$ cat src/rtl/stage5_writeback_pkg.sv
// Shared definitions for the writeback stage: the FSM state encoding, the
// decoded-instruction fields this stage consumes, the RV32 opcodes and load
// funct3 encodings, and the rd_writes() helper.
package stage5_writeback_pkg;

  localparam int XLEN           = 32;
  localparam int REGISTER_WIDTH = XLEN;

  localparam logic [6:0] OPCODE_LOAD   = 7'b0000011;
  localparam logic [6:0] OPCODE_OP_IMM = 7'b0010011;
  localparam logic [6:0] OPCODE_AUIPC  = 7'b0010111;
  localparam logic [6:0] OPCODE_STORE  = 7'b0100011;
  localparam logic [6:0] OPCODE_OP     = 7'b0110011;
  localparam logic [6:0] OPCODE_LUI    = 7'b0110111;
  localparam logic [6:0] OPCODE_BRANCH = 7'b1100011;
  localparam logic [6:0] OPCODE_JALR   = 7'b1100111;
  localparam logic [6:0] OPCODE_JAL    = 7'b1101111;

  localparam logic [2:0] F3_LB  = 3'b000;
  localparam logic [2:0] F3_LH  = 3'b001;
  localparam logic [2:0] F3_LW  = 3'b010;
  localparam logic [2:0] F3_LBU = 3'b100;
  localparam logic [2:0] F3_LHU = 3'b101;

  typedef enum logic [1:0] {
    EMPTY = 2'd0,  // no instruction in the stage register
    FRESH = 2'd1,  // load data is on the memory bus this cycle
    HELD  = 2'd2   // load data was captured into data_q
  } wb_state_t;

  typedef struct packed {
    logic [6:0] opcode;
    logic [4:0] rd;
    logic [2:0] funct3;
  } decoded_instr_t;

  // Opcodes that architecturally write rd.
  function automatic logic rd_writes(input logic [6:0] opcode);
    case (opcode)
      OPCODE_LOAD, OPCODE_OP, OPCODE_OP_IMM, OPCODE_LUI,
      OPCODE_AUIPC, OPCODE_JAL, OPCODE_JALR: rd_writes = 1'b1;
      default:                               rd_writes = 1'b0;
    endcase
  endfunction

endpackage

$ cat src/rtl/stage5_writeback_load_extract.sv
// load_extract: combinational sub-word load extraction.
//   funct3_i     load width/sign encoding
//   offset_i     byte offset of the effective address (addr[1:0])
//   word_i       aligned 32-bit word returned by the SRAM
//   value_o      extracted, sign/zero-extended value
//   misaligned_o halfword at odd offset, or word at nonzero offset
module load_extract
  import stage5_writeback_pkg::*;
(
  input  logic [2:0]      funct3_i,
  input  logic [1:0]      offset_i,
  input  logic [XLEN-1:0] word_i,
  output logic [XLEN-1:0] value_o,
  output logic            misaligned_o
);

  logic [7:0]  byte_sel;
  logic [15:0] half_sel;

  always_comb begin
    case (offset_i)
      2'd0:    byte_sel = word_i[7:0];
      2'd1:    byte_sel = word_i[15:8];
      2'd2:    byte_sel = word_i[23:16];
      default: byte_sel = word_i[31:24];
    endcase
    half_sel = offset_i[1] ? word_i[31:16] : word_i[15:0];
  end

  always_comb begin
    value_o      = word_i;
    misaligned_o = 1'b0;
    case (funct3_i)
      F3_LB:  value_o = {{24{byte_sel[7]}}, byte_sel};
      F3_LBU: value_o = {24'd0, byte_sel};
      F3_LH: begin
        value_o      = {{16{half_sel[15]}}, half_sel};
        misaligned_o = offset_i[0];
      end
      F3_LHU: begin
        value_o      = {16'd0, half_sel};
        misaligned_o = offset_i[0];
      end
      // LW and any unlisted encoding are treated as a full-word access.
      default: misaligned_o = (offset_i != 2'd0);
    endcase
  end

endmodule

$ cat src/rtl/stage5_writeback.sv
// stage5_writeback: final pipeline stage. Holds one instruction from the
// memory stage, merges synchronous-SRAM load data (valid only the cycle after
// acceptance), and drives the register-file write port. A hold request
// freezes retirement; if it arrives while the load data is still on the bus,
// the word is captured into data_q so it is never re-sampled.
//   clk_i, rst_i                clock, synchronous active-high reset
//   axis_*_i / axis_tready_o    beat from the memory stage
//   hold_i                      freeze retirement
//   rd_write_enable_o, rd_address_o, rd_write_data_o   regfile write port
//   retire_valid_o, misaligned_load_o                   per-retire pulses
//   pending_valid_o, pending_rd_o                       to hazard unit
//   instret_o                   retired-instruction count
module stage5_writeback
  import stage5_writeback_pkg::*;
(
  input  logic            clk_i,
  input  logic            rst_i,
  input  logic            axis_tvalid_i,
  output logic            axis_tready_o,
  input  decoded_instr_t  axis_decoded_instruction_i,
  input  logic [XLEN-1:0] axis_alu_result_i,
  input  logic [XLEN-1:0] axis_data_from_memory_i,
  input  logic            hold_i,
  output logic            rd_write_enable_o,
  output logic [4:0]      rd_address_o,
  output logic [XLEN-1:0] rd_write_data_o,
  output logic            retire_valid_o,
  output logic            misaligned_load_o,
  output logic            pending_valid_o,
  output logic [4:0]      pending_rd_o,
  output logic [63:0]     instret_o
);

  wb_state_t       state_q;
  decoded_instr_t  instr_q;
  logic [XLEN-1:0] addr_q;    // alu_result: effective address or pc+4
  logic [XLEN-1:0] data_q;
  logic [63:0]     instret_q, instret_d;

  logic            accept, active, retire, is_load, writes_rd;
  logic [XLEN-1:0] load_word, load_value;
  logic            load_mis;

  assign active    = (state_q != EMPTY);
  assign retire    = active && !hold_i && !rst_i;
  assign accept    = axis_tvalid_i && axis_tready_o;
  assign instret_d = instret_q + 64'd1;
  assign is_load   = (instr_q.opcode == OPCODE_LOAD);
  assign writes_rd = rd_writes(instr_q.opcode) && (instr_q.rd != 5'd0);

  // In FRESH the SRAM result is on the bus regardless of tvalid.
  assign load_word = (state_q == FRESH) ? axis_data_from_memory_i : data_q;

  load_extract u_load_extract (
    .funct3_i     (instr_q.funct3),
    .offset_i     (addr_q[1:0]),
    .word_i       (load_word),
    .value_o      (load_value),
    .misaligned_o (load_mis)
  );

  // Retire and accept can coincide, so tready only drops while frozen.
  assign axis_tready_o     = (state_q == EMPTY) || !hold_i;
  assign retire_valid_o    = retire;
  assign misaligned_load_o = retire && is_load && load_mis;
  assign rd_write_enable_o = retire && writes_rd && !(is_load && load_mis);
  assign rd_address_o      = instr_q.rd;
  assign rd_write_data_o   = is_load ? load_value : addr_q;
  assign pending_valid_o   = active && writes_rd;
  assign pending_rd_o      = pending_valid_o ? instr_q.rd : 5'd0;
  assign instret_o         = instret_q;

  always_ff @(posedge clk_i) begin
    if (rst_i) begin
      state_q   <= EMPTY;
      instr_q   <= '0;
      addr_q    <= '0;
      data_q    <= '0;
      instret_q <= '0;
    end else begin
      if (accept) begin
        instr_q <= axis_decoded_instruction_i;
        addr_q  <= axis_alu_result_i;
      end
      if (retire) instret_q <= instret_d;
      case (state_q)
        EMPTY: if (accept) state_q <= FRESH;
        FRESH, HELD: begin
          if (!hold_i) begin
            state_q <= accept ? FRESH : EMPTY;
          end else if (state_q == FRESH) begin
            // Last cycle the SRAM word is valid; keep it for the release.
            data_q  <= axis_data_from_memory_i;
            state_q <= HELD;
          end
        end
        default: state_q <= EMPTY;
      endcase
    end
  end

endmodule

$ cat config.mk
export PLATFORM = sky130hd
export DESIGN_NAME = stage5_writeback
export DESIGN_NICKNAME = d
export VERILOG_FILES = /design/src/rtl/stage5_writeback_pkg.sv /design/src/rtl/stage5_writeback_load_extract.sv /design/src/rtl/stage5_writeback.sv
export SDC_FILE = /design/constraint.sdc
export NUM_CORES = 1
export LEC_CHECK = 0
export BUFFER_PORTS_ARGS = -buffer_cell sky130_fd_sc_hd__buf_2
export CAP_MARGIN = 0
export CORE_UTILIZATION = 57
export CTS_CLUSTER_DIAMETER = 100
export CTS_CLUSTER_SIZE = 28
export DETAILED_ROUTE_END_ITERATION = 8
export PLACE_DENSITY = 0.82
export SETUP_SLACK_MARGIN = 0.2
export SLEW_MARGIN = 25
export SYNTH_ARGS = -nofsm -noshare
export SYNTH_HDL_FRONTEND = slang
export SYNTH_SLANG_ARGS = --single-unit
export TNS_END_PERCENT = 10
$ cat constraint.sdc
create_clock -name clk_i -period 6.3 [get_ports clk_i]
set_input_delay 0.63 -clock clk_i [delete_from_list [all_inputs] [get_ports clk_i]]
set_output_delay 0.63 -clock clk_i [all_outputs]
set_load 0.03 [all_outputs]
==> results.cfg <==
[hold_path]
hold_path.class = input port to register
hold_depth = 3

[die]
core_um2 = 12100
fp.dieW_um = 114
fp.dieArea_um2 = 13000
fp.dieH_um = 114
rows = 40
start_util_pct = 59.1
io_pins = 194

[drt]
wl_per_cell_um = 16.9
drt_iter0_drc = 857
vias = 7581
routed_wl_um = 21400
drtPass1Iterations = 7
post-route-drc-count = 0
viasPerCell = 6.00
ant_nets = 0

[power]
power.density_nw_per_um2 = 315
switching_share_pct = 28.7
intPower_mw = 1.99
pwr-share-clk_pct = 44.0
pwr-share-seq_pct = 36.9
power.switching_mw = 0.801
vdd_drop_max_mv = 0.195
p_leak_nw = 3.57
p_comb_share_pct = 19.2

[synthesis]
synth-seq-cells = 145
syn-cell-area_um2 = 7160
ys_top_cells_by_area = dfxtp_1 41%, nand2_1 9.4%, a21oi_1 8.8%
synth_top_flop_cell = dfxtp_1
ys_seq_area_share_pct = 40.5
synth_edf_count = 0
syn_avg_cell_area_um2 = 7.73
yosysUniqueCellTypes = 50
ys_warn_count = 0
syn_nets = 1013
netlist_instances = 926
synthTopCellsByCount = 180 x nand2_1, 145 x dfxtp_1, 126 x a21oi_1
post-synth-top-area-cell = dfxtp_1
yosysTopAreaCellShare_pct = 40.5
synthArstFlopShare_pct = 0
synth.most_common_cell = nand2_1

[clocking]
cts_buffer_depth = 2
clock_latency_ns = 0.43
post-cts-setup-buffers = 0
cts_buffers = 17
postCtsHoldBufs = 0
cts_resized = 0
cts-root-buf = clkbuf_16
clock_sinks = 145
h-tree-depth = 4
cts_tree = yes
clk_pin_slew_ns = 0.06

[setup_path]
required_ns = 5.67
endpoint_kind = output port
cp-start-kind = register
reg2reg_depth = 7
worstSetupPathType = register to output port
critical_path_arrival_ns = 3.66
crit_fanout = 40

[timing]
setup_viol = 0
min_period_ns = 4.29
min_period_over_period_pct = 68.1
rsz0062_at_grt = no
fmax_ghz = 0.233
relSlewSlack_pct = 37.5
setup_tns_ns = 0
worst_pin_slew_ns = 0.936
final-max-slew-violation-count = 0
clock_skew_ns = 0.00659
hold_violations = 0

[placed_design]
io_buffers = 193
hpwl_um = 14600
routabilityCongestion = 1.03

[global_route]
grt_pass1_vias = 6614
grt.total_usage_pct = 32.8
overflow = 0
antenna_found_initial = 4
grt_max_degree = 83
grt_pass1_wl_um = 33400

[cells_and_area]
drive_above_1_share_pct = 23.1
final_util_pct = 73.0
nets = 1167
nFillCells = 967
synthToLayoutAreaGrowth_pct = 23.4

[flow_run]
cap_violations = 0

[status]
status = completed
worst paths after layout:
check / start / to / slack [ns]
min reg2reg: addr_q[23] / addr_q[23] / 0.46
min: axis_decoded_instruction_i[12] / instr_q[12] / 0.44
max reg2reg: state_q[0] / instret_o[46] / 2.85
max: state_q[1] / rd_write_data_o[22] / 2.01
layout by cell type (no fill, tap or decap), types with 6 or more instances in the layout:
master     instances
nor4_1             7
inv_1             17
mux2_2            11
buf_4              7
o21ai_0           27
nor3_1            14
and3_1             6
bufinv_16          8
xor2_1            21
o31ai_1           12
xnor2_1            7
nand4_1           30
o22ai_1            7
dfxtp_1          145
a21oi_1          126
or3_1             24
nand2_1          180
and2_1            11
a211oi_1          15
clkbuf_16         17
buf_2            192
nand3_1           33
nor2_1            78
or4_1             15
o311ai_0          12
mux2i_1           25
state kept, by name, indices dropped and copies added, names as in the netlist:
signal / flops
state_q: 2
data_q: 32
addr_q: 32
instret_o: 64
rd_address_o: 5
instr_q: 10
logic make-up (layout without fill, tap and decap cells):
family | after synthesis | count (layout) | share of synthesized area (%)
simple gates | 412 | 412 | 26.9
fa+ha+maj | 4 | 4 | 0.699
mux | 39 | 39 | 6.17
flops | 145 | 145 | 40.5
compound gates | 216 | 216 | 17.5
other cells | 0 | 3 | 0
xor+xnor | 28 | 28 | 3.42
buf+inv | 82 | 249 | 4.74
critical path, stage by stage (launching register included):
cell      delay [ns]
dfxtp_1         0.33
inv_1           0.08
ha_2            0.16
buf_4           0.48
mux2i_1         0.39
a21boi_0        0.13
o311ai_0        0.60
a2111o_1        0.53
o311ai_0        0.29
buf_2           0.25
power by group through the flow:
stage / registers (mW) / logic, mW / clock network, mW
3_5_place_dp: 1.04 / 0.519 / 0
6_report: 1.03 / 0.534 / 1.23
4_1_cts: 1.03 / 0.524 / 1.23
5_1_grt: 1.03 / 0.574 / 1.27
2_1_floorplan: 1.03 / 0.384 / 0
3_3_place_gp: 1.04 / 0.512 / 0
layout make-up:
| cell class | count | area [um2] | area share (%) |
|---|---|---|---|
| Antenna cell | 3 | 7.51 | 0.0849 |
| Clock buffer | 18 | 429 | 4.86 |
| Clock inverter | 14 | 285 | 3.23 |
| Inverter | 18 | 67.6 | 0.765 |
| Multi-Input combinational cell | 699 | 3920 | 44.4 |
| Sequential cell | 145 | 2900 | 32.8 |
| Tap cell | 168 | 210 | 2.38 |
| Timing Repair Buffer | 199 | 1010 | 11.5 |
per-stage QoR:
stage	power, mW	hold WS, ns	cell area [um2]	instances	worst slack [ns]
floorplan	1.41	0.434	7160	926	2.54
global placement	1.55	0.440	8120	1229	2.64
detailed placement	1.56	0.447	8120	1229	2.58
CTS	2.78	0.431	8830	1261	2.09
global route	2.88	0.440	8830	1263	1.80
finish	2.79	0.436	8840	1264	2.01
metal layers:
| layer | GRT usage (%) | vias up | wire, um |
|---|---|---|---|
| li1 | - | 3598 | - |
| met1 | 44.1 | 3515 | 8820 |
| met2 | 49.1 | 396 | 9630 |
| met3 | 7.62 | 72 | 2010 |
| met4 | 17.1 | 0 | 941 |
| met5 | 0 | - | 0 |
No activity file was read; power rests on OpenSTA's default activity.
